$ cat config.mk
export PLATFORM = sky130hd
export DESIGN_NAME = shift_normalize
export DESIGN_NICKNAME = d
export VERILOG_FILES = /design/src/rtl/shift_normalize.sv
export SDC_FILE = /design/constraint.sdc
export NUM_CORES = 1
export LEC_CHECK = 0
export ABC_AREA = 1
export ABC_CLOCK_PERIOD_IN_PS = 6450
export CAP_MARGIN = 10
export CELL_PAD_IN_SITES_DETAIL_PLACEMENT = 0
export CELL_PAD_IN_SITES_GLOBAL_PLACEMENT = 1
export CORE_AREA = 5 5 193 139
export DETAILED_ROUTE_END_ITERATION = 7
export DIE_AREA = 0 0 198 144
export PLACE_DENSITY = 0.81
export SYNTH_ARGS = -nofsm -noshare
export SYNTH_HDL_FRONTEND = slang
export SYNTH_SLANG_ARGS = --single-unit
$ cat constraint.sdc
create_clock -name clk -period 6.45 [get_ports clk]
set_input_delay 1.29 -clock clk [delete_from_list [all_inputs] [get_ports clk]]
set_output_delay 1.29 -clock clk [all_outputs]
set_load 0.02 [all_outputs]
$ cat src/rtl/shift_normalize.sv
// shift_normalize
//   Two-stage normalizer. Stage 1 captures the operand with its leading-zero
//   count; stage 2 holds the operand shifted left by that count (zero fill)
//   together with the count itself. Valid/retry handshake on both sides,
//   full throughput, no bubbles when the output drains while the input fills.
//
// Parameters
//   Bits            data width; power of two, >= 4
//
// Ports
//   clk             clock, rising edge
//   reset           asynchronous, active-high
//   inp_valid       upstream operand valid
//   inp_retry       upstream transfer refused this cycle
//   inp_a           operand to normalize
//   out_valid       result valid
//   out_retry       downstream refuses the result this cycle
//   out_b           normalized operand
//   out_lz          left-shift amount applied (Bits-1 for a zero operand)
//   out_zero        (only with SHIFT_NORMALIZE_ZERO_FLAG_EN) operand was zero
//
// Build option
//   SHIFT_NORMALIZE_ZERO_FLAG_EN  adds the out_zero output.
module shift_normalize #(
  parameter int Bits = 64
) (
  input  logic                    clk,
  input  logic                    reset,
  input  logic                    inp_valid,
  output logic                    inp_retry,
  input  logic [Bits-1:0]         inp_a,
  output logic                    out_valid,
  input  logic                    out_retry,
  output logic [Bits-1:0]         out_b,
  output logic [$clog2(Bits)-1:0] out_lz
`ifdef SHIFT_NORMALIZE_ZERO_FLAG_EN
  ,
  output logic                    out_zero
`endif
);

  localparam int LzW = $clog2(Bits);

  // Leading-zero count; a zero operand reports Bits-1 so that the shift
  // amount always fits in LzW bits.
  function automatic logic [LzW-1:0] count_lz(input logic [Bits-1:0] a);
    logic [LzW-1:0] n;
    logic           found;
    n     = LzW'(Bits - 1);
    found = 1'b0;
    for (int i = Bits - 1; i >= 0; i--) begin
      if (!found && a[i]) begin
        n     = LzW'(Bits - 1 - i);
        found = 1'b1;
      end
    end
    return n;
  endfunction

  logic             s1_valid_reg;
  logic [Bits-1:0]  s1_a_reg;
  logic [LzW-1:0]   s1_lz_reg;
  logic             s2_valid_reg;
  logic [Bits-1:0]  s2_b_reg;
  logic [LzW-1:0]   s2_lz_reg;

  logic s2_ready;
  logic s1_advance;
  logic inp_accept;

  // Stage 2 can take a new entry when empty or when its entry leaves now;
  // stage 1 frees up under the same condition, which is what lets a full
  // pipeline move in lock-step without a bubble.
  assign s2_ready   = !s2_valid_reg || !out_retry;
  assign s1_advance = s1_valid_reg && s2_ready;
  assign inp_retry  = s1_valid_reg && !s2_ready;
  assign inp_accept = inp_valid && !inp_retry;

  // Logarithmic barrel shifter: level gi shifts by 2**gi when bit gi of the
  // count is set.
  logic [LzW:0][Bits-1:0] shift_stage;
  assign shift_stage[0] = s1_a_reg;

  for (genvar gi = 0; gi < LzW; gi++) begin : g_shift
    assign shift_stage[gi+1] = s1_lz_reg[gi] ? (shift_stage[gi] << (2**gi))
                                             : shift_stage[gi];
  end

  always_ff @(posedge clk or posedge reset) begin
    if (reset) begin
      s1_valid_reg <= 1'b0;
      s1_a_reg     <= '0;
      s1_lz_reg    <= '0;
    end else if (inp_accept) begin
      s1_valid_reg <= 1'b1;
      s1_a_reg     <= inp_a;
      s1_lz_reg    <= count_lz(inp_a);
    end else if (s1_advance) begin
      s1_valid_reg <= 1'b0;
    end
  end

  // Data registers only load on advance, so a stalled result stays put.
  always_ff @(posedge clk or posedge reset) begin
    if (reset) begin
      s2_valid_reg <= 1'b0;
      s2_b_reg     <= '0;
      s2_lz_reg    <= '0;
    end else if (s1_advance) begin
      s2_valid_reg <= 1'b1;
      s2_b_reg     <= shift_stage[LzW];
      s2_lz_reg    <= s1_lz_reg;
    end else if (s2_valid_reg && !out_retry) begin
      s2_valid_reg <= 1'b0;
    end
  end

  assign out_valid = s2_valid_reg;
  assign out_b     = s2_b_reg;
  assign out_lz    = s2_lz_reg;

`ifdef SHIFT_NORMALIZE_ZERO_FLAG_EN
  logic s2_zero_reg;

  always_ff @(posedge clk or posedge reset) begin
    if (reset) begin
      s2_zero_reg <= 1'b0;
    end else if (s1_advance) begin
      s2_zero_reg <= (s1_a_reg == '0);
    end
  end

  assign out_zero = s2_zero_reg;
`endif

endmodule

==> results by group, run 1 <==
Outcome
  – Outcome: complete, no violations

Setup path
  – Worst reg2reg path endpoint: out_b[21]
  – Critical Path Source Type: primary input
  – Critical path data required time: 6.76 ns
  – R2R Path Start: s1_lz_reg[0]
  – Crit path DAT: 5.55 ns
  – Cell family with most CP delay: simple AND/OR/NAND/NOR gates
  – Worst Setup Path Type: in2reg
  – R2R Setup Slk: 3.31 ns
  – Crit path buffers/inverters: 1
  – Slowest-stage cell, CP: clkdlybuf4s50_1
  – Worst Setup End Kind: register
  – Crit path max fanout: 5
  – Reg2reg path depth: 11
  – Critical path's largest stage delay: 0.46 ns

Finish
  – Non-Filler Instances: 1819
  – Synth-to-layout area growth: 23.4%
  – Ratio of cells with drive above 1 in the final layout: 6.79%
  – Final core utilization: 46.9%
  – Final nets: 1544
  – Antenna diode count: 0

Clock tree
  – CTS Buffer Depth: 2
  – CTS tree: done
  – CTS resizes: 0
  – Post-CTS setup repair buffer count: 0
  – # H-tree levels: 4
  – CTS buffer count: 17
  – Post-CTS Hold Buffers: 0
  – Root buffer cell: clkbuf_16
  – Clock sinks: 142
  – Worst skew pair latency: 0.43 ns
  – Worst-path clk slew: 0.06 ns

Power
  – Sequential power share: 32.6%
  – Sw Share: 38.3%
  – Combinational power share: 39.4%
  – Leakage: 5.51 nW
  – Psw: 0.00146 W
  – Clk pwr share: 28.0%
  – Worst VDD drop: 0.000202 V
  – Int Pwr: 0.00236 W
  – Design Power: 0.00382 W
  – Power per cell area: 326 nW/um^2

Place
  – DP Cell Count: 1787
  – Place WS: 0.755 ns
  – GP Congestion: 0.888
  – Port bufs: 139
  – Post-DP HPWL: 22800 microns

STA
  – Setup total negative slack: 0 ns
  – Worst Clk Skew: 0.00992 ns
  – FMAX: 0.191 GHz
  – Max Slew Vio Count: 0
  – Final Hold Vio Count: 0
  – Worst slew pin tran: 1.14 ns
  – Final setup viols: 0
  – Max_slew headroom: 23.6%
  – Unrepaired setup endpoints after global routing: no
  – Tmin final: 5.23 ns
  – Fin worst setup slack: 1.22 ns
  – Final worst-path cycle share: 81.1%

Worst hold path
  – Hold Path Class: reg2reg
  – Hold depth: 2
  – Hold EP: out_lz[0]
  – Hold path start: out_lz[0]

Floorplanning
  – # IOs: 140
  – Die Span Y: 144 microns
  – Die area: 28500 sq um
  – Die X: 198 microns
  – Starting Density: 38.0%
  – CORE AREA: 25000 sq um
  – Row Count: 49

Synth
  – Synth warn: 0
  – Syn avg cell area: 6.79 sq um
  – Register area share after synthesis: 37.4%
  – Mapped Cells: 1398
  – Post-synthesis net count: 1466
  – #FFs+latches synth: 142
  – Unique masters post-synth: 32
  – Cell Area, Synth: 9500 sq um

Job
  – Max-Cap Viols: 0

Route
  – Drt via density: 5.28
  – Post-Route WL: 30400 microns
  – Total number of vias: 9608
  – First-pass DRT Iterations: 5
  – Drc violations: 0
  – Detail Route Antenna Nets: 0
  – First-iteration detailed-routing DRC count: 825
  – Wire length per cell: 16.7 microns

Global routing
  – Largest net degree at the start of global routing: 111
  – GRT Resource Usage Total: 21.5%
  – Initial antenna violation count: 0
  – Number of global-route vias before repair: 9175
  – First-pass GRT wire length: 49300 microns
  – Total gr overflow: 0
-- cell type report --
type | instances | area [sq um]
fill | 2605 | 13300
clock buffer | 21 | 470
multi-input combinational | 1058 | 5210
inverter | 104 | 395
sequential | 142 | 3550
tap | 331 | 414
clock inverter | 10 | 161
timing repair buffer | 153 | 1520
-- through the flow --
| stage | hold slack [ns] | area (sq um) |
|---|---|---|
| 2_1_floorplan | 0.448 | 9500 |
| 3_3_place_gp | 0.464 | 11100 |
| 3_5_place_dp | 0.470 | 11100 |
| 4_1_cts | 0.486 | 11700 |
| 5_1_grt | 0.516 | 11700 |
| 6_report | 0.480 | 11700 |
-- tightest hold or removal path, cell delays in order, from the launching register on --
cell	delay (ns)
dfrtp_1	0.34
nand2_1	0.05
o21ai_0	0.06
-- power by group through the flow --
stage	registers, W	clock network, W	logic, W
global route	0.00127	0.00113	0.00166
finish	0.00125	0.00107	0.00150
CTS	0.00125	0.00108	0.00150
detailed placement	0.00126	0	0.00149
floorplan	0.00141	0	0.000691
global placement	0.00126	0	0.00148
-- cell families (layout without fill, tap and decap cells) --
logic type	count (synthesis)	in the layout	synth area share (%)
and+or+nand+nor	673	673	30.9
AOI/OAI and AO/OA	348	348	20.0
buffers and inverters	198	288	7.84
DFF	142	142	37.4
muxes	37	37	3.90
-- cell usage after synthesis (all sizes together) --
library cell | n | area, sq um
clkinv | 4 | 15.0
nor4 | 3 | 18.8
nand4 | 38 | 338
a31oi | 8 | 50.1
a2111oi | 1 | 8.76
a41o | 2 | 20.0
o211ai | 33 | 248
inv | 100 | 375
or2 | 9 | 56.3
o22ai | 11 | 68.8
a211oi | 1 | 7.51
o21ai | 255 | 1280
mux2i | 37 | 370
a21oi | 28 | 140
clkbuf | 76 | 285
nor2 | 76 | 348
nand2 | 459 | 1730
nor3 | 11 | 55.1
o2111ai | 5 | 43.8
dfrtp | 142 | 3550
nand3 | 77 | 390
a22oi | 2 | 15.0
buf | 18 | 68.8
o221ai | 2 | 17.5
-- worst max path at each step --
| stage | start | to | slack [ns] | cells after the start |
|---|---|---|---|---|
| after detailed placement | inp_a[62] | s1_lz_reg[0] | 0.75 | 35 |
| after CTS | inp_a[62] | s1_lz_reg[0] | 1.21 | 35 |
| after floorplan | reset | out_b[0] | 1.35 | 1 |
| after global routing | inp_a[62] | s1_lz_reg[0] | 0.50 | 35 |
| final | inp_a[62] | s1_lz_reg[0] | 1.22 | 35 |
| after global placement | inp_a[62] | s1_lz_reg[0] | 0.90 | 35 |
-- routing by layer --
metal	vias to the layer above	share of wire (%)	routed length (microns)	GRT usage [%]
met5	-	0	0	0
met4	0	1.1	323	4.13
met3	24	5.7	1730	4.59
met2	216	44	13300	32.8
met1	4538	49	15000	31.8
li1	4830	-	-	-
-- layout by cell type, fill, tap and decap left out, types with 4 or more instances in the layout --
cell	instances
a21oi_1	28
a31oi_1	8
buf_4	13
bufinv_16	4
clkbuf_16	17
clkdlybuf4s50_1	139
clkinv_1	4
dfrtp_1	141
inv_1	94
inv_2	5
mux2i_1	37
nand2_1	456
nand3_1	76
nand4_1	22
nand4_2	16
nor2_1	55
nor2_2	19
nor3_1	11
o2111ai_1	5
o211ai_1	33
o21ai_0	248
o21ai_1	7
o22ai_1	11
or2_2	9
Power figures use the tool's default switching activity.
==> run 2, diff against run 1 <==
--- a/config.mk
+++ b/config.mk
@@ -6,7 +6,7 @@
 export NUM_CORES = 1
 export LEC_CHECK = 0
 export ABC_AREA = 1
-export ABC_CLOCK_PERIOD_IN_PS = 6450
+export ABC_CLOCK_PERIOD_IN_PS = 5300
 export CAP_MARGIN = 10
 export CELL_PAD_IN_SITES_DETAIL_PLACEMENT = 0
 export CELL_PAD_IN_SITES_GLOBAL_PLACEMENT = 1
==> constraint.sdc (replaced) <==
create_clock -name clk -period 5.3 [get_ports clk]
set_input_delay 1.06 -clock clk [delete_from_list [all_inputs] [get_ports clk]]
set_output_delay 1.06 -clock clk [all_outputs]
set_load 0.02 [all_outputs]
==> results by group, run 2 (synthesized netlist as in run 1, its figures left out) <==
Route
  – Post-Route WL: 30400 microns
  – First-pass DRT Iterations: 5
  – First-iteration detailed-routing DRC count: 724
  – Detail Route Antenna Nets: 0
  – Drc violations: 0
  – Drt via density: 5.24
  – Wire length per cell: 16.6 microns
  – Total number of vias: 9607

STA
  – Fin worst setup slack: 0.335 ns
  – Worst slew pin tran: 1.15 ns
  – Hold_ws: 0.477 ns
  – Tmin final: 4.96 ns
  – Worst Clk Skew: 0.0106 ns
  – Setup total negative slack: 0 ns
  – Max Slew Vio Count: 0
  – Final worst-path cycle share: 93.7%
  – Max_slew headroom: 23.5%
  – FMAX: 0.201 GHz
  – Final setup viols: 0
  – Final Hold Vio Count: 0

Clock tree
  – # H-tree levels: 4
  – Worst skew pair latency: 0.43 ns
  – CTS buffer count: 17
  – Worst-path clk slew: 0.06 ns
  – Post-CTS Hold Buffers: 0
  – Root buffer cell: clkbuf_16
  – Clock sinks: 142
  – CTS Buffer Depth: 2
  – CTS tree: done

Setup path
  – CP endpoint: s1_lz_reg[1]
  – Critical path's largest stage delay: 0.18 ns
  – Critical Path Source Type: primary input
  – R2R Path Start: s1_lz_reg[4]
  – Crit path from: inp_a[63]
  – Critical path data required time: 5.59 ns
  – Reg2reg path depth: 5
  – R2R Setup Slk: 2.26 ns
  – Worst Setup End Kind: register
  – Crit path DAT: 5.25 ns
  – Crit path max fanout: 4
  – Worst Setup Path Type: in2reg
  – Cell mode on critical path: nor2_2
  – Slowest-stage cell, CP: nor2_4
  – Worst reg2reg path endpoint: out_b[52]

Global routing
  – GRT Resource Usage Total: 21.3%
  – Initial antenna violation count: 0
  – Total gr overflow: 0
  – First-pass GRT wire length: 49000 microns
  – Number of global-route vias before repair: 9239
  – Largest net degree at the start of global routing: 96

Finish
  – Final instance area: 11900 sq um
  – Final nets: 1559
  – Final core utilization: 47.4%
  – Layout fillers: 2614
  – Synth-to-layout area growth: 24.9%
  – Reg area: 3550 sq um
  – Ratio of cells with drive above 1 in the final layout: 8.45%
  – Commonest non-fill, non-tap cell in the layout: nand2_1
  – Antenna diode count: 0
  – Multi-input combinational cell area: 5250 sq um
  – Commonest cells after routing, fill and taps aside: nand2_1, o21ai_0, dfrtp_1

Floorplanning
  – Starting Density: 38.0%
  – Die X: 198 microns
  – CORE AREA: 25000 sq um
  – Die Span Y: 144 microns
  – # IOs: 140
  – Row Count: 49
  – Die area: 28500 sq um

Worst hold path
  – Hold Path Class: reg2reg

Power
  – Power per cell area: 386 nW/um^2
  – Leakage: 5.60 nW
  – Worst VDD drop: 0.000226 V

Place
  – Dpl cell area: 11100 sq um
  – Post-DP HPWL: 23000 microns
  – Place WS: -0.170 ns
  – GP Congestion: 0.899
  – Port bufs: 139

Job
  – Max-Cap Viols: 0

Outcome
  – Outcome: complete, no violations
[run 2: cell types whose count changed in the layout (fill, tap and decap cells not counted), moves of 2 or more]
cell / previous run / this run
clkinv_2: 2 / 4
buf_6: 0 / 2
inv_1: 94 / 90
nor2_4: 2 / 6
nand4_4: 0 / 2
buf_4: 13 / 28
nor2_2: 19 / 16
dlymetal6s2s_1: 0 / 4
clkdlybuf4s50_1: 139 / 131
inv_2: 5 / 9
nand4_2: 16 / 14
[run 2: worst max-delay path, delay by kind of cell]
kind	cells	cell delay [ns]
simple gates	30	3.86
buf+inv	1	0.10
compound gates	2	0.22
[run 2: what timing repair did]
action / CTS / global route
setup buffers: 0 / 10
gates resized for setup: 0 / 34
setup endpoints to repair: 0 / 3
[run 2: how the worst min path moves through the flow]
stage	startpoint	endpoint	slack, ns	cells past startpoint
2_1_floorplan	s1_valid_reg	out_valid	0.45	2
3_3_place_gp	out_lz[5]	out_lz[5]	0.46	2
3_5_place_dp	out_lz[5]	out_lz[5]	0.47	2
4_1_cts	out_lz[5]	out_lz[5]	0.48	2
5_1_grt	out_lz[2]	out_lz[2]	0.50	2
6_report	out_lz[5]	out_lz[5]	0.48	2
[run 2: power breakdown]
part,internal (W),switching (W)
Combinational,0.000708,0.00112
Clock,0.000771,0.000469
Sequential,0.00134,0.000175
Total,0.00282,0.00176
[run 2: final cells by class]
type	instances	share of cell area, %
inverter	104	3.33
clock buffer	20	3.94
sequential	142	30.0
timing repair buffer	168	13.8
multi-input combinational	1058	44.3
tap	331	3.49
clock inverter	11	1.18
[run 2: layer usage]
layer,up-vias,share of wire (%),global-route usage (%)
met2,224,44,33.5
met3,13,6.5,5.54
met4,0,0.58,2.72
met1,4516,49,30.7
li1,4854,-,-
met5,-,0,0
[run 2: through the flow]
stage | power, W | instances
after global placement | 0.00334 | 1793
after CTS | 0.00460 | 1824
final | 0.00458 | 1834
after detailed placement | 0.00335 | 1793
after global routing | 0.00488 | 1834
after floorplan | 0.00256 | 1398
==> run 3, diff against run 2 <==
==> config.mk (replaced) <==
export PLATFORM = sky130hd
export DESIGN_NAME = shift_normalize
export DESIGN_NICKNAME = d
export VERILOG_FILES = /design/src/rtl/shift_normalize.sv
export SDC_FILE = /design/constraint.sdc
export NUM_CORES = 1
export LEC_CHECK = 0
export ABC_AREA = 1
export ABC_CLOCK_PERIOD_IN_PS = 5300
export CAP_MARGIN = 10
export CORE_AREA = 5 5 178 129
export DETAILED_ROUTE_END_ITERATION = 7
export DIE_AREA = 0 0 183 134
export PLACE_DENSITY = 0.7
export SYNTH_ARGS = -nofsm -noshare
export SYNTH_HDL_FRONTEND = slang
export SYNTH_SLANG_ARGS = --single-unit
==> results by group, run 3 (synthesized netlist as in run 1, its figures left out) <==
Route
  – Detail Route Antenna Nets: 0
  – First-pass DRT Iterations: 5
  – First-iteration detailed-routing DRC count: 1008
  – Wire length per cell: 16.1 microns
  – Drt via density: 5.48
  – Drc violations: 0
  – Post-Route WL: 28600 microns
  – Total number of vias: 9763

Global routing
  – Grt met1 use: 34.1%
  – GRT met2 Usage: 35.4%
  – Initial antenna violation count: 0
  – Number of global-route vias before repair: 8967
  – First-pass GRT wire length: 46900 microns
  – GRT Resource Usage Total: 23.5%
  – Largest net degree at the start of global routing: 91
  – GRT Max-Usage Layer: met2
  – Total gr overflow: 0
  – Met3 Track Usage GR: 6.29%

STA
  – FMAX: 0.198 GHz
  – Final Hold Vio Count: 0
  – Final setup viols: 0
  – Final worst-path cycle share: 95.1%
  – Worst slew pin tran: 1.14 ns
  – Worst Clk Skew: 0.0101 ns
  – Setup total negative slack: 0 ns
  – Max Slew Vio Count: 0
  – Fin worst setup slack: 0.261 ns
  – Tmin final: 5.04 ns
  – Max_slew headroom: 24.1%

Power
  – Sw Share: 39.0%
  – Int Pwr: 0.00275 W
  – Combinational power share: 40.1%
  – Worst VDD drop: 0.000206 V
  – Clk pwr share: 26.4%
  – Design Power: 0.00451 W
  – Leakage: 5.57 nW
  – Power per cell area: 385 nW/um^2
  – Psw: 0.00176 W
  – Sequential power share: 33.5%

Job
  – Max-Cap Viols: 0

Setup path
  – Cell mode on critical path: nor2_2
  – Worst Setup Path Type: in2reg
  – R2R Path Start: s1_lz_reg[0]
  – CP endpoint: s1_lz_reg[0]
  – Critical path data required time: 5.62 ns
  – Worst reg2reg path endpoint: out_b[20]
  – Slowest-stage cell, CP: clkdlybuf4s50_1
  – Critical path's largest stage delay: 0.47 ns
  – Reg2reg path depth: 9
  – Critical Path Source Type: primary input
  – Crit path max fanout: 3
  – Crit path DAT: 5.36 ns
  – R2R Setup Slk: 2.58 ns
  – Crit path from: inp_a[55]
  – Worst Setup End Kind: register

Clock tree
  – CTS Buffer Depth: 2
  – CTS buffer count: 17
  – # H-tree levels: 4
  – Post-CTS Hold Buffers: 0
  – Clock sinks: 142
  – Root buffer cell: clkbuf_16
  – CTS tree: done
  – Worst skew pair latency: 0.43 ns
  – Worst-path clk slew: 0.06 ns

Finish
  – Layout fillers: 2045
  – Ratio of cells with drive above 1 in the final layout: 7.67%
  – Antenna diode count: 0
  – Synth-to-layout area growth: 23.6%
  – Commonest cells after routing, fill and taps aside: nand2_1, o21ai_0, dfrtp_1
  – Commonest non-fill, non-tap cell in the layout: nand2_1
  – Final nets: 1554

Worst hold path
  – Hold Path Class: reg2reg

Floorplanning
  – CORE AREA: 21100 sq um
  – Die Span Y: 134 microns
  – Row Count: 45
  – # IOs: 140
  – Die X: 183 microns
  – Starting Density: 45.0%
  – Die area: 24500 sq um

Place
  – Place WS: -0.115 ns
  – GP Congestion: 0.935
  – Post-DP HPWL: 21300 microns
  – Port bufs: 139

Outcome
  – Outcome: complete, no violations
==> run 3: how the worst min path moves through the flow <==
| stage | end | start | cells after the start |
|---|---|---|---|
| 6_report | out_b[28] | out_b[28] | 2 |
| 2_1_floorplan | out_valid | s1_valid_reg | 2 |
| 3_3_place_gp | out_lz[5] | out_lz[5] | 2 |
| 5_1_grt | out_b[30] | out_b[30] | 2 |
| 4_1_cts | out_b[28] | out_b[28] | 2 |
| 3_5_place_dp | out_lz[5] | out_lz[5] | 2 |
==> run 3: what timing repair did <==
action / 4_1_cts / 5_1_grt
buffers inserted: 0 / 6
endpoints found under the setup margin: 0 / 3
resized for setup: 0 / 14
==> run 3: worst max-delay path, delay by kind of cell <==
family,cells,cell delay (ns)
buffers and inverters,3,0.61
AND/OR/NAND/NOR,30,3.66
==> run 3: power groups by stage <==
stage          Clock [W]  Combinational [W]  Sequential, W
6_report         0.00119            0.00181        0.00151
5_1_grt          0.00127            0.00200        0.00155
4_1_cts          0.00121            0.00180        0.00151
3_5_place_dp           0            0.00179        0.00153
3_3_place_gp           0            0.00178        0.00153
2_1_floorplan          0           0.000841        0.00171
==> run 3: per-stage QoR <==
stage                     hold WS (ns)  cell area, sq um  utilization [%]  std cells
final                            0.488             11700             55.6       1781
after floorplan                  0.448              9500                -       1398
after detailed placement         0.470             11000             52.2       1742
after global placement           0.466             11000             52.2       1742
after CTS                        0.491             11600             55.0       1774
after global routing             0.508             11700             55.6       1781
==> run 3: final cells by class <==
class	count	area, sq um	share of cell area [%]
Tap cell	282	353	3.01
Timing Repair Buffer	163	1610	13.7
Clock inverter	13	141	1.20
Clock buffer	19	443	3.77
Multi-Input combinational cell	1058	5240	44.7
Inverter	104	395	3.37
Sequential cell	142	3550	30.3
==> run 3: per-layer routing <==
metal | up-vias | part of all wire [%] | routed length (microns)
met3 | 21 | 8.8 | 2510
met1 | 4539 | 46 | 13300
met4 | 0 | 1.0 | 291
met5 | - | 0 | 0
li1 | 4855 | - | -
met2 | 348 | 44 | 12500
